$ cat config.mk
export PLATFORM = sky130hd
export DESIGN_NAME = nano_mem_arbiter
export DESIGN_NICKNAME = d
export VERILOG_FILES = /design/src/rtl/nano_mem_pkg.sv /design/src/rtl/nano_arb_picker.sv /design/src/rtl/nano_mem_arbiter.sv
export SDC_FILE = /design/constraint.sdc
export NUM_CORES = 1
export LEC_CHECK = 0
export CAP_MARGIN = 0
export CORE_MARGIN = 8
export CORE_UTILIZATION = 30
export DETAILED_ROUTE_END_ITERATION = 8
export GPL_TIMING_DRIVEN = 0
export SLEW_MARGIN = 25
export SYNTH_ARGS = -nofsm -noshare
export SYNTH_HDL_FRONTEND = slang
export SYNTH_SLANG_ARGS = --single-unit
$ cat constraint.sdc
create_clock -name i_clock -period 1.6 [get_ports i_clock]
set_clock_uncertainty 0.05 [all_clocks]
set_input_delay 0.32 -clock i_clock [delete_from_list [all_inputs] [get_ports i_clock]]
set_output_delay 0.32 -clock i_clock [all_outputs]
set_load 0.05 [all_outputs]
$ cat src/rtl/nano_mem_pkg.sv
// Shared encodings, default widths and small helpers for the NanoRisc
// instruction/data memory arbiter.
package nano_mem_pkg;

  localparam int DEF_ADDR_W       = 8;
  localparam int DEF_DATA_W       = 8;
  localparam int DEF_MEM_LATENCY  = 1;
  localparam int DEF_STARVE_LIMIT = 4;

  // Wide enough for MEM_LATENCY and STARVE_LIMIT up to 15.
  localparam int CNT_W = 4;

  typedef enum logic [1:0] {
    ST_IDLE  = 2'd0,
    ST_ISSUE = 2'd1,
    ST_WAIT  = 2'd2,
    ST_RESP  = 2'd3
  } arb_state_t;

  typedef enum logic {
    OWN_FETCH = 1'b0,
    OWN_DATA  = 1'b1
  } owner_t;

  function automatic logic [CNT_W-1:0] satInc(input logic [CNT_W-1:0] value,
                                              input logic [CNT_W-1:0] limit);
    return (value >= limit) ? limit : value + CNT_W'(1);
  endfunction

endpackage

$ cat src/rtl/nano_arb_picker.sv
// Combinational grant select for the memory arbiter. NANO_ARB_ROUND_ROBIN_EN
// selects alternating round-robin; otherwise data wins unless fetch is starved.
module nano_arb_picker
  import nano_mem_pkg::*;
#(
  parameter int STARVE_LIMIT = DEF_STARVE_LIMIT
) (
  input  logic             i_fetch_req,
  input  logic             i_data_req,
  input  logic [CNT_W-1:0] i_hist,
  output logic             o_grant_valid,
  output owner_t           o_grant_owner,
  output logic [CNT_W-1:0] o_next_hist
);

`ifdef NANO_ARB_ROUND_ROBIN_EN
  // The history register only ever holds the last owner (0 = fetch, 1 = data).
  owner_t w_lastOwner;
  assign w_lastOwner = (|i_hist) ? OWN_DATA : OWN_FETCH;

  always_comb begin
    o_grant_valid = i_fetch_req | i_data_req;
    o_grant_owner = OWN_FETCH;
    if (i_fetch_req && i_data_req)
      o_grant_owner = (w_lastOwner == OWN_FETCH) ? OWN_DATA : OWN_FETCH;
    else if (i_data_req)
      o_grant_owner = OWN_DATA;
    o_next_hist = CNT_W'(o_grant_owner);
  end
`else
  localparam logic [CNT_W-1:0] LIMIT = CNT_W'(STARVE_LIMIT);

  // The history register is the starve counter: data grants won over a waiting fetch.
  logic w_starved;
  assign w_starved = i_fetch_req && (i_hist == LIMIT);

  always_comb begin
    o_grant_valid = i_fetch_req | i_data_req;
    o_grant_owner = OWN_FETCH;
    o_next_hist   = '0;
    if (i_data_req && !w_starved) begin
      o_grant_owner = OWN_DATA;
      if (i_fetch_req)
        o_next_hist = satInc(i_hist, LIMIT);
    end
  end
`endif

endmodule

$ cat src/rtl/nano_mem_arbiter.sv
// Shares one single-port synchronous memory between NanoRisc fetch and load/store.
// Arbitration policy is chosen in nano_arb_picker via NANO_ARB_ROUND_ROBIN_EN.
module nano_mem_arbiter
  import nano_mem_pkg::*;
#(
  parameter int ADDR_W       = DEF_ADDR_W,
  parameter int DATA_W       = DEF_DATA_W,
  parameter int MEM_LATENCY  = DEF_MEM_LATENCY,
  parameter int STARVE_LIMIT = DEF_STARVE_LIMIT
) (
  input  logic              i_clock,
  input  logic              i_reset,
  input  logic              i_fetch_req,
  input  logic [ADDR_W-1:0] i_fetch_addr,
  output logic              o_fetch_ack,
  output logic [DATA_W-1:0] o_fetch_data,
  input  logic              i_data_req,
  input  logic              i_data_we,
  input  logic [ADDR_W-1:0] i_data_addr,
  input  logic [DATA_W-1:0] i_data_wdata,
  output logic              o_data_ack,
  output logic [DATA_W-1:0] o_data_rdata,
  output logic              o_mem_en,
  output logic              o_mem_we,
  output logic [ADDR_W-1:0] o_mem_addr,
  output logic [DATA_W-1:0] o_mem_wdata,
  input  logic [DATA_W-1:0] i_mem_rdata,
  output logic              o_busy
);

  arb_state_t        r_state;
  arb_state_t        w_nextState;
  owner_t            r_owner;
  logic              r_latWe;
  logic [CNT_W-1:0]  r_latCnt;
  logic [CNT_W-1:0]  r_arbHist;

  logic              r_memEn;
  logic              r_memWe;
  logic [ADDR_W-1:0] r_memAddr;
  logic [DATA_W-1:0] r_memWdata;
  logic              r_fetchAck;
  logic [DATA_W-1:0] r_fetchData;
  logic              r_dataAck;
  logic [DATA_W-1:0] r_dataRdata;
  logic              r_busy;

  logic              w_grantValid;
  owner_t            w_grantOwner;
  logic [CNT_W-1:0]  w_nextHist;
  logic              w_grant;
  logic              w_selWe;
  logic [ADDR_W-1:0] w_selAddr;
  logic [DATA_W-1:0] w_selWdata;
  logic              w_lastBeat;

  nano_arb_picker #(
    .STARVE_LIMIT (STARVE_LIMIT)
  ) u_picker (
    .i_fetch_req   (i_fetch_req),
    .i_data_req    (i_data_req),
    .i_hist        (r_arbHist),
    .o_grant_valid (w_grantValid),
    .o_grant_owner (w_grantOwner),
    .o_next_hist   (w_nextHist)
  );

  assign w_grant    = (r_state == ST_IDLE) && w_grantValid;
  assign w_selWe    = (w_grantOwner == OWN_DATA) ? i_data_we : 1'b0;
  assign w_selAddr  = (w_grantOwner == OWN_DATA) ? i_data_addr : i_fetch_addr;
  assign w_selWdata = (w_grantOwner == OWN_DATA && i_data_we) ? i_data_wdata : '0;
  assign w_lastBeat = (r_state == ST_WAIT) && (r_latCnt == CNT_W'(1));

  always_ff @(posedge i_clock or posedge i_reset) begin
    if (i_reset)
      r_state <= ST_IDLE;
    else
      r_state <= w_nextState;
  end

  always_comb begin
    w_nextState = r_state;
    case (r_state)
      ST_IDLE:  if (w_grantValid) w_nextState = ST_ISSUE;
      ST_ISSUE: w_nextState = ST_WAIT;
      ST_WAIT:  if (w_lastBeat) w_nextState = ST_RESP;
      ST_RESP:  w_nextState = ST_IDLE;
      default:  w_nextState = ST_IDLE;
    endcase
  end

  // Owner, direction, arbitration history and the read-latency countdown.
  always_ff @(posedge i_clock or posedge i_reset) begin
    if (i_reset) begin
      r_owner   <= OWN_FETCH;
      r_latWe   <= 1'b0;
      r_latCnt  <= '0;
      r_arbHist <= '0;
    end else begin
      if (w_grant) begin
        r_owner   <= w_grantOwner;
        r_latWe   <= w_selWe;
        r_arbHist <= w_nextHist;
      end
      if (r_state == ST_ISSUE)
        r_latCnt <= CNT_W'(MEM_LATENCY);
      else if (r_state == ST_WAIT && r_latCnt != '0)
        r_latCnt <= r_latCnt - CNT_W'(1);
    end
  end

  // The memory strobe registers double as the address/data latch: they are
  // loaded on the grant edge, so the access appears on the bus during ISSUE.
  always_ff @(posedge i_clock or posedge i_reset) begin
    if (i_reset) begin
      r_memEn     <= 1'b0;
      r_memWe     <= 1'b0;
      r_memAddr   <= '0;
      r_memWdata  <= '0;
      r_fetchAck  <= 1'b0;
      r_fetchData <= '0;
      r_dataAck   <= 1'b0;
      r_dataRdata <= '0;
      r_busy      <= 1'b0;
    end else begin
      r_memEn    <= 1'b0;
      r_memWe    <= 1'b0;
      r_memAddr  <= '0;
      r_memWdata <= '0;
      r_fetchAck <= 1'b0;
      r_dataAck  <= 1'b0;
      r_busy     <= (w_nextState != ST_IDLE);
      if (w_grant) begin
        r_memEn    <= 1'b1;
        r_memWe    <= w_selWe;
        r_memAddr  <= w_selAddr;
        r_memWdata <= w_selWdata;
      end
      if (w_lastBeat) begin
        if (r_owner == OWN_FETCH)
          r_fetchData <= i_mem_rdata;
        else if (!r_latWe)
          r_dataRdata <= i_mem_rdata;
        r_fetchAck <= (r_owner == OWN_FETCH);
        r_dataAck  <= (r_owner == OWN_DATA);
      end
    end
  end

  assign o_mem_en     = r_memEn;
  assign o_mem_we     = r_memWe;
  assign o_mem_addr   = r_memAddr;
  assign o_mem_wdata  = r_memWdata;
  assign o_fetch_ack  = r_fetchAck;
  assign o_fetch_data = r_fetchData;
  assign o_data_ack   = r_dataAck;
  assign o_data_rdata = r_dataRdata;
  assign o_busy       = r_busy;

endmodule

==> results.tsv <==
stage	metric	value	unit
timing	RSZ-0062 raised after global routing	true	
pwr	leak pwr	1.501	nW
synth	post-synthesis sequential area ratio	60.42	%
synth	Ys Warns	0	
floorplan	I/O pin cnt	74	
grt	total gr overflow	0	
pwr	Tot Pwr	6.030	mW
synth	synth unique cells	29	
grt	antenna violations before repair	0	
timing	Max-slew headroom	59.52	%
synth	synth cell count leaders	dfrtp_1 (49), mux2_2 (18)	
placement	dpl cell area	0.002875	mm²
floorplan	Initial Utilization	30.37	%
synth	Syn Inst Count	158	
synth	synthesized area per cell	12.84	µm²
detailed_routing	Post-DRT Antenna Nets	0	
detailed_routing	vias per cell	4.576	
clock_network	CTS Buffer Depth	2	
cells_and_area	fin cells	330	
flow_run	Max Cap Violations	0	
clock_network	CTS root buffer	clkbuf_8	
detailed_routing	Detailed Routing Iterations Pass 1	3	
pwr	Max rail drop VDD	698.6	µV
pwr	Switch Pwr	2.595	mW
synth	net count after synthesis	203	
synth	Post-synth EDFFs	0	
synth	Top FF cell, synth	dfrtp_1	
floorplan	Core Area	0.006681	mm²
cells_and_area	final instance area	0.003163	mm²
placement	I/O Buffers	73	
synth	area leader, netlist	dfrtp_1	
pwr	combinational power share	52.7	%
setup_path	Max Fanout on Critical Path	5	
cells_and_area	Finished Core Util	47.34	%
status	status	finished, violations left	
pwr	power per cell area	1906	mW/mm²
setup_path	Worst Reg-to-Reg Cells	6	
timing	Final Hold Viols	0	
cells_and_area	Antenna diodes	0	
placement	Inst Count DP	311	
grt	global-route wire length before repair	8045	µm
floorplan	num rows	30	
cells_and_area	Post-layout nets	294	
synth	Synth Register Bits	49	
clock_network	clk sinks	49	
synth	most numerous cell in the Yosys netlist	dfrtp_1	
synth	Post-synth ARST share	100.0	%
timing	worst setup slack after layout	-0.02123	ns
grt	pin count of the biggest net entering global routing	50	
clock_network	CTS Hold Bufs	0	
placement	Final Wtd Congestion	0.7891	
clock_network	worst skew pair latency	0.30	ns
timing	crit share post-route	101.3	%
min_path	type of the worst min-delay path	input port to async pin	
timing	Final Max Slew Viols	0	
detailed_routing	# DRC	0	
setup_path	Req. time, crit path	1.74	ns
detailed_routing	Vias	1510	
synth	ranking of synthesized cells by area	dfrtp_1 (60%), mux2_2 (10%), ha_1 (4.9%)	
setup_path	WS Path Type	flip-flop to flip-flop	
clock_network	H-tree depth	2	
floorplan	die height	98.25	µm
cells_and_area	Layout area overhead	55.86	%
timing	Worst-Margin Slew	0.6071	ns
pwr	Clk network pwr share	15.3	%
timing	fmax	616.8	MHz
grt	vias in the first global route	1542	
pwr	Pint	3.435	mW
clock_network	CTS tree	built	
status	failing checks	setup timing	
timing	Final min period	1.621	ns
synth	Syn Std Cell Area	0.002029	mm²
pwr	sw frac	43.04	%
setup_path	Critical Path Start Type	flip-flop	
clock_network	CTS clk-pin slew, worst paths	0.09	ns
floorplan	die width	98.25	µm
placement	post-DP HPWL	3542	µm
floorplan	full die area	0.009653	mm²
detailed_routing	drt first-iter violations	33	
clock_network	CTS buffer count	5	
synth	top cell type's share of synthesized area	60.42	%
setup_path	WP data arrival	1.76	ns
detailed_routing	WL per Instance	15.47	µm
setup_path	Critical Path End Type	flip-flop	
timing	final setup fails	3	
detailed_routing	WL final	5105	µm
grt	Tot GR Track Use	10.43	%
pwr	Seq pwr share	32.0	%
cells_and_area	share of cells above drive strength 1	24.00	%
## timing repair
| action | CTS | global route |
|---|---|---|
| pin swaps | 2 | 3 |
| gates resized for setup | 44 | 30 |
| gates cloned | 0 | 1 |
| setup endpoints to repair | 54 | 44 |
| buffers inserted | 4 | 6 |
## critical path: stages, from the launching register on
cell and delay [ns]:
dfrtp_1 0.40, inv_2 0.09, ha_4 0.17, nand4bb_4 0.13, nor2_4 0.19, clkbuf_16 0.16, mux2_2 0.32
## metrics by stage
step	setup TNS (ns)	worst slack, ns	hold WS [ns]
after floorplan	0	0.004648	0.3986
after global placement	-53.33	-0.9500	0.4115
after detailed placement	-6.882	-0.3392	0.4173
after CTS	-0.007641	-0.007641	0.4250
after global routing	-0.5884	-0.06916	0.4400
final	-0.05127	-0.02123	0.3862
## per-layer routing
layer	global-route usage (%)	routed length, µm	vias to the layer above
met3	3.841	273	10
met2	16.54	2535	39
li1	-	-	725
met1	12.59	2192	736
met4	4.014	103	0
met5	0	0	-
## final timing paths
path / start / endpoint / slack (ns)
max in group asynchronous: i_reset / r_latCnt[0] / 0.66
setup / recovery: r_state[0] / o_fetch_data[5] / -0.02
hold reg to reg: r_latWe / r_latWe / 0.44
setup reg to reg: r_state[0] / o_fetch_data[5] / -0.02
hold / removal: i_reset / o_mem_addr[2] / 0.39
min in group i_clock: r_latWe / r_latWe / 0.44
## placed cells by master (no fill, tap or decap), types with 4 or more instances in the layout
cell	count
dfrtp_1	48
ha_1	6
buf_4	10
nand2_1	4
mux2_4	6
nor2_1	9
o21ai_0	8
nand3_1	8
inv_1	6
dlygate4sd2_1	26
clkbuf_8	6
clkdlybuf4s15_1	10
mux2_2	12
and2_1	9
a21oi_1	9
clkdlybuf4s50_1	36
## cells by family after synthesis
logic type                 count (synthesis)  share of synthesized area (%)
and+or+nand+nor                           44                          14.30
muxes                                     20                          10.97
DFF                                       49                          60.42
AOI/OAI and AO/OA                         25                          6.966
buffers and inverters                     12                          2.404
adders and majority gates                  8                          4.932
## state kept, by name, indices dropped and copies added, names as in the netlist
| register | flops |
|---|---|
| o_busy | 1 |
| o_data_ack | 1 |
| o_data_rdata | 8 |
| o_fetch_ack | 1 |
| o_fetch_data | 8 |
| o_mem_addr | 8 |
| o_mem_en | 1 |
| o_mem_wdata | 8 |
| o_mem_we | 1 |
| r_arbHist | 4 |
| r_latCnt | 4 |
| r_latWe | 1 |
| r_owner | 1 |
| r_state | 2 |
## power by group through the flow
| stage | Sequential, mW | Clock, mW | Combinational [mW] |
|---|---|---|---|
| after detailed placement | 1.94 | 0 | 2.98 |
| after floorplan | 3.01 | 0 | 0.926 |
| after global routing | 2.00 | 1.00 | 3.37 |
| final | 1.93 | 0.922 | 3.18 |
| after global placement | 1.93 | 0 | 2.95 |
| after CTS | 1.91 | 0.950 | 2.94 |
## final cells by class
cell class / count / area (µm²)
buffer: 3 / 20.02
fill: 615 / 3518
tap: 80 / 100.1
inverter: 9 / 36.28
sequential: 49 / 1227
timing repair buffer: 84 / 805.8
multi-input combinational: 97 / 853.3
clock buffer: 6 / 82.58
clock inverter: 2 / 37.54
(Power assumes the default switching activity.)
